$ cat src/rtl/alu_pkg.sv
// ============================================================================
// alu_pkg : opcode/state types and helpers shared by the multicycle ALU
// Revision: 1.0
// ============================================================================
`default_nettype none

package alu_pkg;

  typedef enum logic [3:0] {
    ALU_ADD   = 4'd0,
    ALU_SUB   = 4'd1,
    ALU_AND   = 4'd2,
    ALU_OR    = 4'd3,
    ALU_XOR   = 4'd4,
    ALU_SLL   = 4'd5,
    ALU_SRL   = 4'd6,
    ALU_SRA   = 4'd7,
    ALU_SLT   = 4'd8,
    ALU_SLTU  = 4'd9,
    ALU_MUL   = 4'd10,
    ALU_MULHU = 4'd11,
    ALU_DIVU  = 4'd12,
    ALU_REMU  = 4'd13
  } alu_op_t;

  typedef enum logic [1:0] {
    ST_IDLE = 2'd0,
    ST_BUSY = 2'd1,
    ST_DONE = 2'd2
  } state_t;

  function automatic logic is_multicycle(input alu_op_t op);
    return (op == ALU_MUL) || (op == ALU_MULHU) || (op == ALU_DIVU) || (op == ALU_REMU);
  endfunction

  function automatic logic is_div(input alu_op_t op);
    return (op == ALU_DIVU) || (op == ALU_REMU);
  endfunction

endpackage

`default_nettype wire

$ cat src/rtl/alu_seq_muldiv.sv
// ============================================================================
// alu_seq_muldiv : iterative unsigned shift-add multiplier / restoring divider
// Revision: 1.0
// ============================================================================
`default_nettype none

module alu_seq_muldiv #(
  parameter int XLEN = 32
) (
  input  logic            clk,
  input  logic            rst_n,
  input  logic            start,
  input  logic            div,
  input  logic [XLEN-1:0] a,
  input  logic [XLEN-1:0] b,
  output logic            done,
  output logic [XLEN-1:0] hi,
  output logic [XLEN-1:0] lo
);

  localparam int CNT_W = $clog2(XLEN) + 1;

  logic [2*XLEN-1:0] r_acc;
  logic [2*XLEN-1:0] w_acc_nxt;
  logic [XLEN-1:0]   r_opb;
  logic [CNT_W-1:0]  r_cnt;
  logic              r_div;
  logic [XLEN:0]     w_sum;
  logic [XLEN:0]     w_rem_sh;
  logic [XLEN:0]     w_diff;

  // Multiply: {hi,lo} starts as {0,multiplier} and shifts right one bit per step.
  // Divide: {rem,quot} starts as {0,dividend}; w_diff[XLEN] set means the trial subtract borrowed.
  always_comb begin
    w_sum    = {1'b0, r_acc[2*XLEN-1:XLEN]} + {1'b0, r_opb};
    w_rem_sh = r_acc[2*XLEN-1:XLEN-1];
    w_diff   = w_rem_sh - {1'b0, r_opb};
    w_acc_nxt = r_acc;
    if (r_div) begin
      if (!w_diff[XLEN]) w_acc_nxt = {w_diff[XLEN-1:0], r_acc[XLEN-2:0], 1'b1};
      else               w_acc_nxt = {w_rem_sh[XLEN-1:0], r_acc[XLEN-2:0], 1'b0};
    end else if (r_acc[0]) begin
      w_acc_nxt = {w_sum, r_acc[XLEN-1:1]};
    end else begin
      w_acc_nxt = {1'b0, r_acc[2*XLEN-1:1]};
    end
  end

  // done marks the cycle in which the final step is taken; hi/lo show its outcome.
  assign done = (r_cnt == CNT_W'(1));
  assign hi   = w_acc_nxt[2*XLEN-1:XLEN];
  assign lo   = w_acc_nxt[XLEN-1:0];

  always_ff @(posedge clk or negedge rst_n) begin
    if (!rst_n) begin
      r_acc <= '0;
      r_opb <= '0;
      r_cnt <= '0;
      r_div <= 1'b0;
    end else if (start) begin
      r_acc <= {{XLEN{1'b0}}, a};
      r_opb <= b;
      r_cnt <= CNT_W'(XLEN);
      r_div <= div;
    end else if (r_cnt != '0) begin
      r_acc <= w_acc_nxt;
      r_cnt <= r_cnt - CNT_W'(1);
    end
  end

endmodule

`default_nettype wire

$ cat src/rtl/alu_multicycle.sv
// ============================================================================
// alu_multicycle : valid/ready ALU, 1-cycle integer ops, XLEN-cycle mul/div
// Revision: 1.0
// ============================================================================
`default_nettype none

module alu_multicycle
  import alu_pkg::*;
#(
  parameter int XLEN = 32
) (
  input  logic            clk,
  input  logic            rst_n,
  input  logic            in_valid,
  output logic            in_ready,
  input  logic [3:0]      alu_op,
  input  logic [XLEN-1:0] a,
  input  logic [XLEN-1:0] b,
  output logic            out_valid,
  input  logic            out_ready,
  output logic [XLEN-1:0] result,
  output logic            zero,
  output logic            div_by_zero
);

  localparam int SHW = $clog2(XLEN);

  state_t          r_state;
  state_t          w_state_nxt;
  alu_op_t         w_op;
  alu_op_t         r_op;
  logic            w_accept;
  logic            w_dbz;
  logic            w_md_start;
  logic            w_md_done;
  logic [SHW-1:0]  w_shamt;
  logic [XLEN-1:0] w_single;
  logic [XLEN-1:0] w_md_hi;
  logic [XLEN-1:0] w_md_lo;
  logic [XLEN-1:0] w_md_res;
  logic [XLEN-1:0] r_result;
  logic            r_zero;
  logic            r_dbz;

  assign w_op       = alu_op_t'(alu_op);
  assign w_shamt    = b[SHW-1:0];
  assign w_accept   = in_valid && (r_state == ST_IDLE);
  assign w_dbz      = is_div(w_op) && (b == '0);
  assign w_md_start = w_accept && is_multicycle(w_op) && !w_dbz;
  assign w_md_res   = ((r_op == ALU_MULHU) || (r_op == ALU_REMU)) ? w_md_hi : w_md_lo;

  // DIVU/REMU only take this path when b == 0; MUL/MULHU never do.
  always_comb begin
    w_single = '0;
    case (w_op)
      ALU_ADD:  w_single = a + b;
      ALU_SUB:  w_single = a - b;
      ALU_AND:  w_single = a & b;
      ALU_OR:   w_single = a | b;
      ALU_XOR:  w_single = a ^ b;
      ALU_SLL:  w_single = a << w_shamt;
      ALU_SRL:  w_single = a >> w_shamt;
      ALU_SRA:  w_single = $unsigned($signed(a) >>> w_shamt);
      ALU_SLT:  w_single = {{(XLEN-1){1'b0}}, ($signed(a) < $signed(b))};
      ALU_SLTU: w_single = {{(XLEN-1){1'b0}}, (a < b)};
      ALU_DIVU: w_single = '1;
      ALU_REMU: w_single = a;
      default:  w_single = '0;
    endcase
  end

  alu_seq_muldiv #(
    .XLEN (XLEN)
  ) u_muldiv (
    .clk   (clk),
    .rst_n (rst_n),
    .start (w_md_start),
    .div   (is_div(w_op)),
    .a     (a),
    .b     (b),
    .done  (w_md_done),
    .hi    (w_md_hi),
    .lo    (w_md_lo)
  );

  always_ff @(posedge clk or negedge rst_n) begin
    if (!rst_n) r_state <= ST_IDLE;
    else        r_state <= w_state_nxt;
  end

  always_comb begin
    w_state_nxt = r_state;
    case (r_state)
      ST_IDLE: if (w_accept)  w_state_nxt = w_md_start ? ST_BUSY : ST_DONE;
      ST_BUSY: if (w_md_done) w_state_nxt = ST_DONE;
      ST_DONE: if (out_ready) w_state_nxt = ST_IDLE;
      default: w_state_nxt = ST_IDLE;
    endcase
  end

  always_comb begin
    in_ready  = (r_state == ST_IDLE);
    out_valid = (r_state == ST_DONE);
  end

  always_ff @(posedge clk or negedge rst_n) begin
    if (!rst_n) begin
      r_op     <= ALU_ADD;
      r_result <= '0;
      r_zero   <= 1'b0;
      r_dbz    <= 1'b0;
    end else if (w_accept) begin
      r_op <= w_op;
      if (!w_md_start) begin
        r_result <= w_single;
        r_zero   <= (w_single == '0);
        r_dbz    <= w_dbz;
      end
    end else if ((r_state == ST_BUSY) && w_md_done) begin
      r_result <= w_md_res;
      r_zero   <= (w_md_res == '0);
      r_dbz    <= 1'b0;
    end
  end

  assign result      = r_result;
  assign zero        = r_zero;
  assign div_by_zero = r_dbz;

endmodule

`default_nettype wire

$ cat config.mk
export PLATFORM = sky130hd
export DESIGN_NAME = alu_multicycle
export DESIGN_NICKNAME = d
export VERILOG_FILES = /design/src/rtl/alu_pkg.sv /design/src/rtl/alu_seq_muldiv.sv /design/src/rtl/alu_multicycle.sv
export SDC_FILE = /design/constraint.sdc
export NUM_CORES = 1
export LEC_CHECK = 0
export ABC_AREA = 1
export ABC_CLOCK_PERIOD_IN_PS = 2700
export BUFFER_PORTS_ARGS = -buffer_cell sky130_fd_sc_hd__buf_2
export CORE_AREA = 5 5 256 158
export CTS_BUF_LIST = sky130_fd_sc_hd__clkbuf_4 sky130_fd_sc_hd__clkbuf_8
export DETAILED_ROUTE_END_ITERATION = 10
export DIE_AREA = 0 0 261 163
export GPL_TIMING_DRIVEN = 0
export HOLD_SLACK_MARGIN = 0.12
export PLACE_DENSITY = 0.8
export SYNTH_ARGS = -nofsm -noshare
export SYNTH_HDL_FRONTEND = slang
export SYNTH_SLANG_ARGS = --single-unit
$ cat constraint.sdc
create_clock -name clk -period 2.7 [get_ports clk]
set_clock_uncertainty 0.2 [all_clocks]
set_input_delay 0 -clock clk [delete_from_list [all_inputs] [get_ports clk]]
set_output_delay 0 -clock clk [all_outputs]
set_load 0.01 [all_outputs]
==> out/summary.txt, run 1 <==
status: did not finish
Last stage: global routing
Stop Error: [ERROR GRT-0232] Routing congestion too high. Check the congestion heatmap in the GUI.
register bit count reported by yosys: 143
maximum number of pins on one net before global-route repair: 101
asr flop ratio synth: 100%
Cell Area, Synth: 22,100 sq um
Syn Inst Count: 3,890
Starting Density: 57.9%
top-area cell type share of the netlist area: 21.4%
YS warnings: 0
ranking of synthesized cells by area: nand2_1 (21%), dfrtp_1 (16%), nand3_1 (11%), ha_1 (9.6%), inv_1 (7.5%)
H-tree depth: 4
Worst EP kind: register data pin
placement row count: 56
Cell variety after synth: 58
CTS root buf: clkbuf_8
die width: 261 um
count leader, synth: nand2_1
sequential share of the synthesized area: 16.2%
predominant post-synthesis flop cell: dfrtp_1
Commonest cells post-synth: nand2_1 (1,257), nand3_1 (477), inv_1 (439)
CTS max path bufs: 2
CTS sink cnt: 143
worst endpoint after global-route timing repair: zero$_DFFE_PN0P_/D
GRT overflow: 31
IO Port Bufs: 107
syn avg cell area: 5.68 sq um
Die Y: 163 um
I/O Pins: 108
Post-synth EDFFs: 0
HPWL Detailed: 106,000 um
Total GRT Usage: 68.4%
Post-Synthesis Net Count: 4,136
routability-driven placement congestion ratio: 1.29
cell taking the most area after synthesis: nand2_1
CTS buffer count: 17
==> routing by layer <==
layer | track usage (%) | overflow
met2 | 75.0 | 12
met4 | 34.1 | 11
met1 | 83.8 | 4
met3 | 61.8 | 4
met5 | 34.1 | 0
==> repair_timing <==
item,CTS
gates resized for setup,206
endpoints found under the setup margin,139
endpoints found under the hold margin,212
setup buffers,42
hold buffers,72
pin swaps,39
gates cloned,2
==> through the flow <==
step           hold slack (ps)  setup TNS [ps]  std cells  area (sq um)  setup slack [ps]
3_3_place_gp             -21.8         -269420       4519         23300             -1940
3_5_place_dp              -245         -202130       4520         23300             -1960
2_1_floorplan             -496            -158       3890         22100              -117
4_1_cts                    132          -52000       4668         25500              -753
==> cell families after synthesis <==
| logic type | Yosys count | synth area share [%] |
|---|---|---|
| compound gates | 693 | 18.1 |
| fa+ha+maj | 174 | 9.99 |
| buf+inv | 611 | 10.9 |
| flops | 143 | 16.2 |
| mux | 26 | 1.18 |
| xor+xnor | 21 | 0.832 |
| simple gates | 2222 | 42.8 |
==> run 2, diff against run 1 <==
ABC_CLOCK_PERIOD_IN_PS = 3510   (was 2700)
CORE_AREA = 5 5 242 244   (was 5 5 256 158)
CTS_BUF_LIST = not set   (was sky130_fd_sc_hd__clkbuf_4 sky130_fd_sc_hd__clkbuf_8)
DIE_AREA = 0 0 247 249   (was 0 0 261 163)
HOLD_SLACK_MARGIN = not set   (was 0.12)
PLACE_DENSITY = not set   (was 0.8)
PLACE_DENSITY_LB_ADDON = 0.15   (was not set)
clock period = 3.51 ns   (was 2.7 ns; I/O delays follow)
==> out/summary.txt, run 2 <==
Sum Neg Setup Slack: -135 ps
Cell Area, Synth: 22,100 sq um
top-area cell type share of the netlist area: 21.4%
Die Y: 249 um
cell taking the most area after synthesis: nand2_1
commonest cells after routing, fill and taps aside: nand2_1 (1,229), nand3_1 (465), inv_1 (434)
placement row count: 87
Post-Synthesis Net Count: 4,136
Syn Inst Count: 3,890
CTS max path bufs: 2
Worst Hold Depth: 3
YS warnings: 0
Tcrit/Tclk final: 104%
antenna violations before repair: 3
Tmin final: 3640 ps
routability-driven placement congestion ratio: 1.16
failing checks: setup timing
routed wire length: 134,000 um
HPWL Detailed: 110,000 um
latest clock arrival within the worst-skew pair: 460 ps
Leak: 0.0131 uW
fin nets: 4,346
Worst setup EP type: flop
Finish-stage setup viols: 1
Iteration-0 DRC Markers: 3,223
max reg flops: 64
Crit path max-delay family: simple AND/OR/NAND/NOR gates
CP Buf/Inv Count: 4
register bit count reported by yosys: 143
CP Depth: 16
vias in the first global route: 28,300
Required @ worst endpoint: 3690 ps
Cell variety after synth: 58
status: finished with violations
GRT overflow: 0
sequential share of the synthesized area: 16.2%
RSZ-0062 raised after global routing: true
fin util: 45.5%
slowest CP cell: a211oi_1
WL/cell: 27.5 um
Clk pin slew, worst setup/hold paths: 70 ps
Worst Hold Class: input port to flop
largest register by flop count: u_muldiv.r_acc
CP peak stage delay: 860 ps
critical path launch point type: input port
CTS tree: done
ranking of synthesized cells by area: nand2_1 (21%), dfrtp_1 (16%), nand3_1 (11%), ha_1 (9.6%), inv_1 (7.5%)
actual slew at the worst max-slew pin: 1460 ps
fmax: 274 MHz
Total GRT Usage: 41.8%
diodes inserted: 0
Commonest cells post-synth: nand2_1 (1,257), nand3_1 (477), inv_1 (439)
syn avg cell area: 5.68 sq um
maximum number of pins on one net before global-route repair: 77
final worst-path setup slack: -135 ps
DR pass1 iterations: 6
DIE AREA: 61,500 sq um
count leader, synth: nand2_1
PD cells: 920 nW/um^2
via count: 28,900
I/O Pins: 108
cell repeated most along the worst path: nor2_1
Post-synth EDFFs: 0
CTS root buf: clkbuf_16
max_slew headroom: 2.73%
H-tree depth: 4
CTS sink cnt: 143
final hold violations: 0
predominant post-synthesis flop cell: dfrtp_1
CTS buffer count: 17
DRT antenna net count: 0
most common cell after layout, fill and taps aside: nand2_1
worst path arrival time: 3830 ps
core area: 56,100 sq um
Max Cap Viol: 0
crit path cell chain: buf_2 > inv_1 > nand3_1 > inv_2 > buf_2 > a211oi_1 > nand2_1 > nor2_1 > nand3_1 > nor2_1 > nand2_1 > nor2_1 > nand3_1 > nor2_1 > nor2_1 > a21oi_1
first-pass GRT wire length: 189,000 um
ratio of cells with drive above 1 in the final layout: 9.51%
die width: 247 um
Area growth syn-to-layout: 15.4%
asr flop ratio synth: 100%
max-slew violations: 0
Finished Cell Area: 25,500 sq um
post-place instance area: 23,600 sq um
DR vias/cell: 5.94
CP Max Fanout: 10
IO Port Bufs: 107
Worst VDD drop: 0.708 mV
Starting Density: 39.4%
Setup CP Type: input port to flop
Reg2Reg Depth: 23
DRC Markers: 0
worst reg2reg setup slack: -10 ps
run 2: cell counts after synthesis:
Identical to the previous run, type by type.
run 2: worst reg2reg max path, cell delays in order (launching register included):
cell,delay [ps]
dfrtp_2,450
inv_1,100
ha_4,290
nand2_1,130
nor2_2,210
inv_2,60
nor2_2,120
nand2_1,70
nand2_2,110
nand2_4,110
nand2_8,110
nand2_8,70
nand2_8,130
buf_12,160
nand2_1,140
nand3_2,100
nand3_1,130
nand2_2,200
nand2_1,80
nor2_1,90
nand2_1,60
nor2_2,130
nand3_2,90
a21oi_1,120
run 2: metrics by stage:
stage / hold WS, ps / std cells / power, uW / setup slack [ps]
2_1_floorplan: -496 / 3890 / 14400 / 620
3_3_place_gp: -25.5 / 4753 / 19800 / -1660
3_5_place_dp: -132 / 4754 / 19800 / -1610
4_1_cts: 8.12 / 4859 / 22400 / -90.2
5_1_grt: 18.0 / 4869 / 25200 / -162
6_report: 34.8 / 4869 / 23500 / -135
run 2: layout make-up:
| cell class | instances | area [sq um] |
|---|---|---|
| Inverter | 454 | 1710 |
| Clock inverter | 14 | 153 |
| Buffer | 155 | 748 |
| Fill cell | 6453 | 30600 |
| Multi-Input combinational cell | 3136 | 16500 |
| Timing Repair Buffer | 193 | 1410 |
| Sequential cell | 143 | 3590 |
| Tap cell | 756 | 946 |
| Clock buffer | 18 | 429 |
run 2: path summary, 6_finish.rpt:
kind | start | to
max in group asynchronous | rst_n | u_muldiv.r_opb[5]
setup reg to reg | u_muldiv.r_opb[8] | zero
min in group asynchronous | rst_n | u_muldiv.r_opb[29]
hold reg to reg | div_by_zero | div_by_zero
hold / removal | a[25] | u_muldiv.r_acc[25]
setup / recovery | alu_op[0] | zero
run 2: repair_timing:
action / 4_1_cts / 5_1_grt
gates resized for setup: 65 / 93
setup endpoints to repair: 124 / 67
buffers inserted: 13 / 10
hold buffers: 62 / 0
hold endpoints to repair: 203 / 0
pin swaps: 12 / 13
run 2: cells by family (layout without fill, tap and decap cells):
| logic type | Yosys count | count (layout) | share of synthesized area [%] |
|---|---|---|---|
| AO/OA/AOI/OAI | 693 | 693 | 18.1 |
| multiplexers | 26 | 26 | 1.18 |
| buffers and inverters | 611 | 834 | 10.9 |
| XOR/XNOR | 21 | 21 | 0.832 |
| flip-flops | 143 | 143 | 16.2 |
| adder cells (fa/ha/maj) | 174 | 174 | 9.99 |
| AND/OR/NAND/NOR | 2222 | 2222 | 42.8 |
run 2: layer usage:
| layer | routed length (um) | part of all wire, % | global-route usage, % | vias to the layer above |
|---|---|---|---|---|
| li1 | - | - | - | 13300 |
| met1 | 47100 | 35 | 45.4 | 13500 |
| met3 | 9790 | 7.3 | 7.18 | 558 |
| met2 | 61300 | 46 | 69.1 | 1610 |
| met5 | 36 | 0.027 | 0 | - |
| met4 | 15500 | 12 | 37.3 | 6 |
run 2: power by group:
group          switching [uW]  internal (uW)
registers                 901           2520
clock network             881           1000
logic                   12200           5980
(Power assumes the default switching activity.)
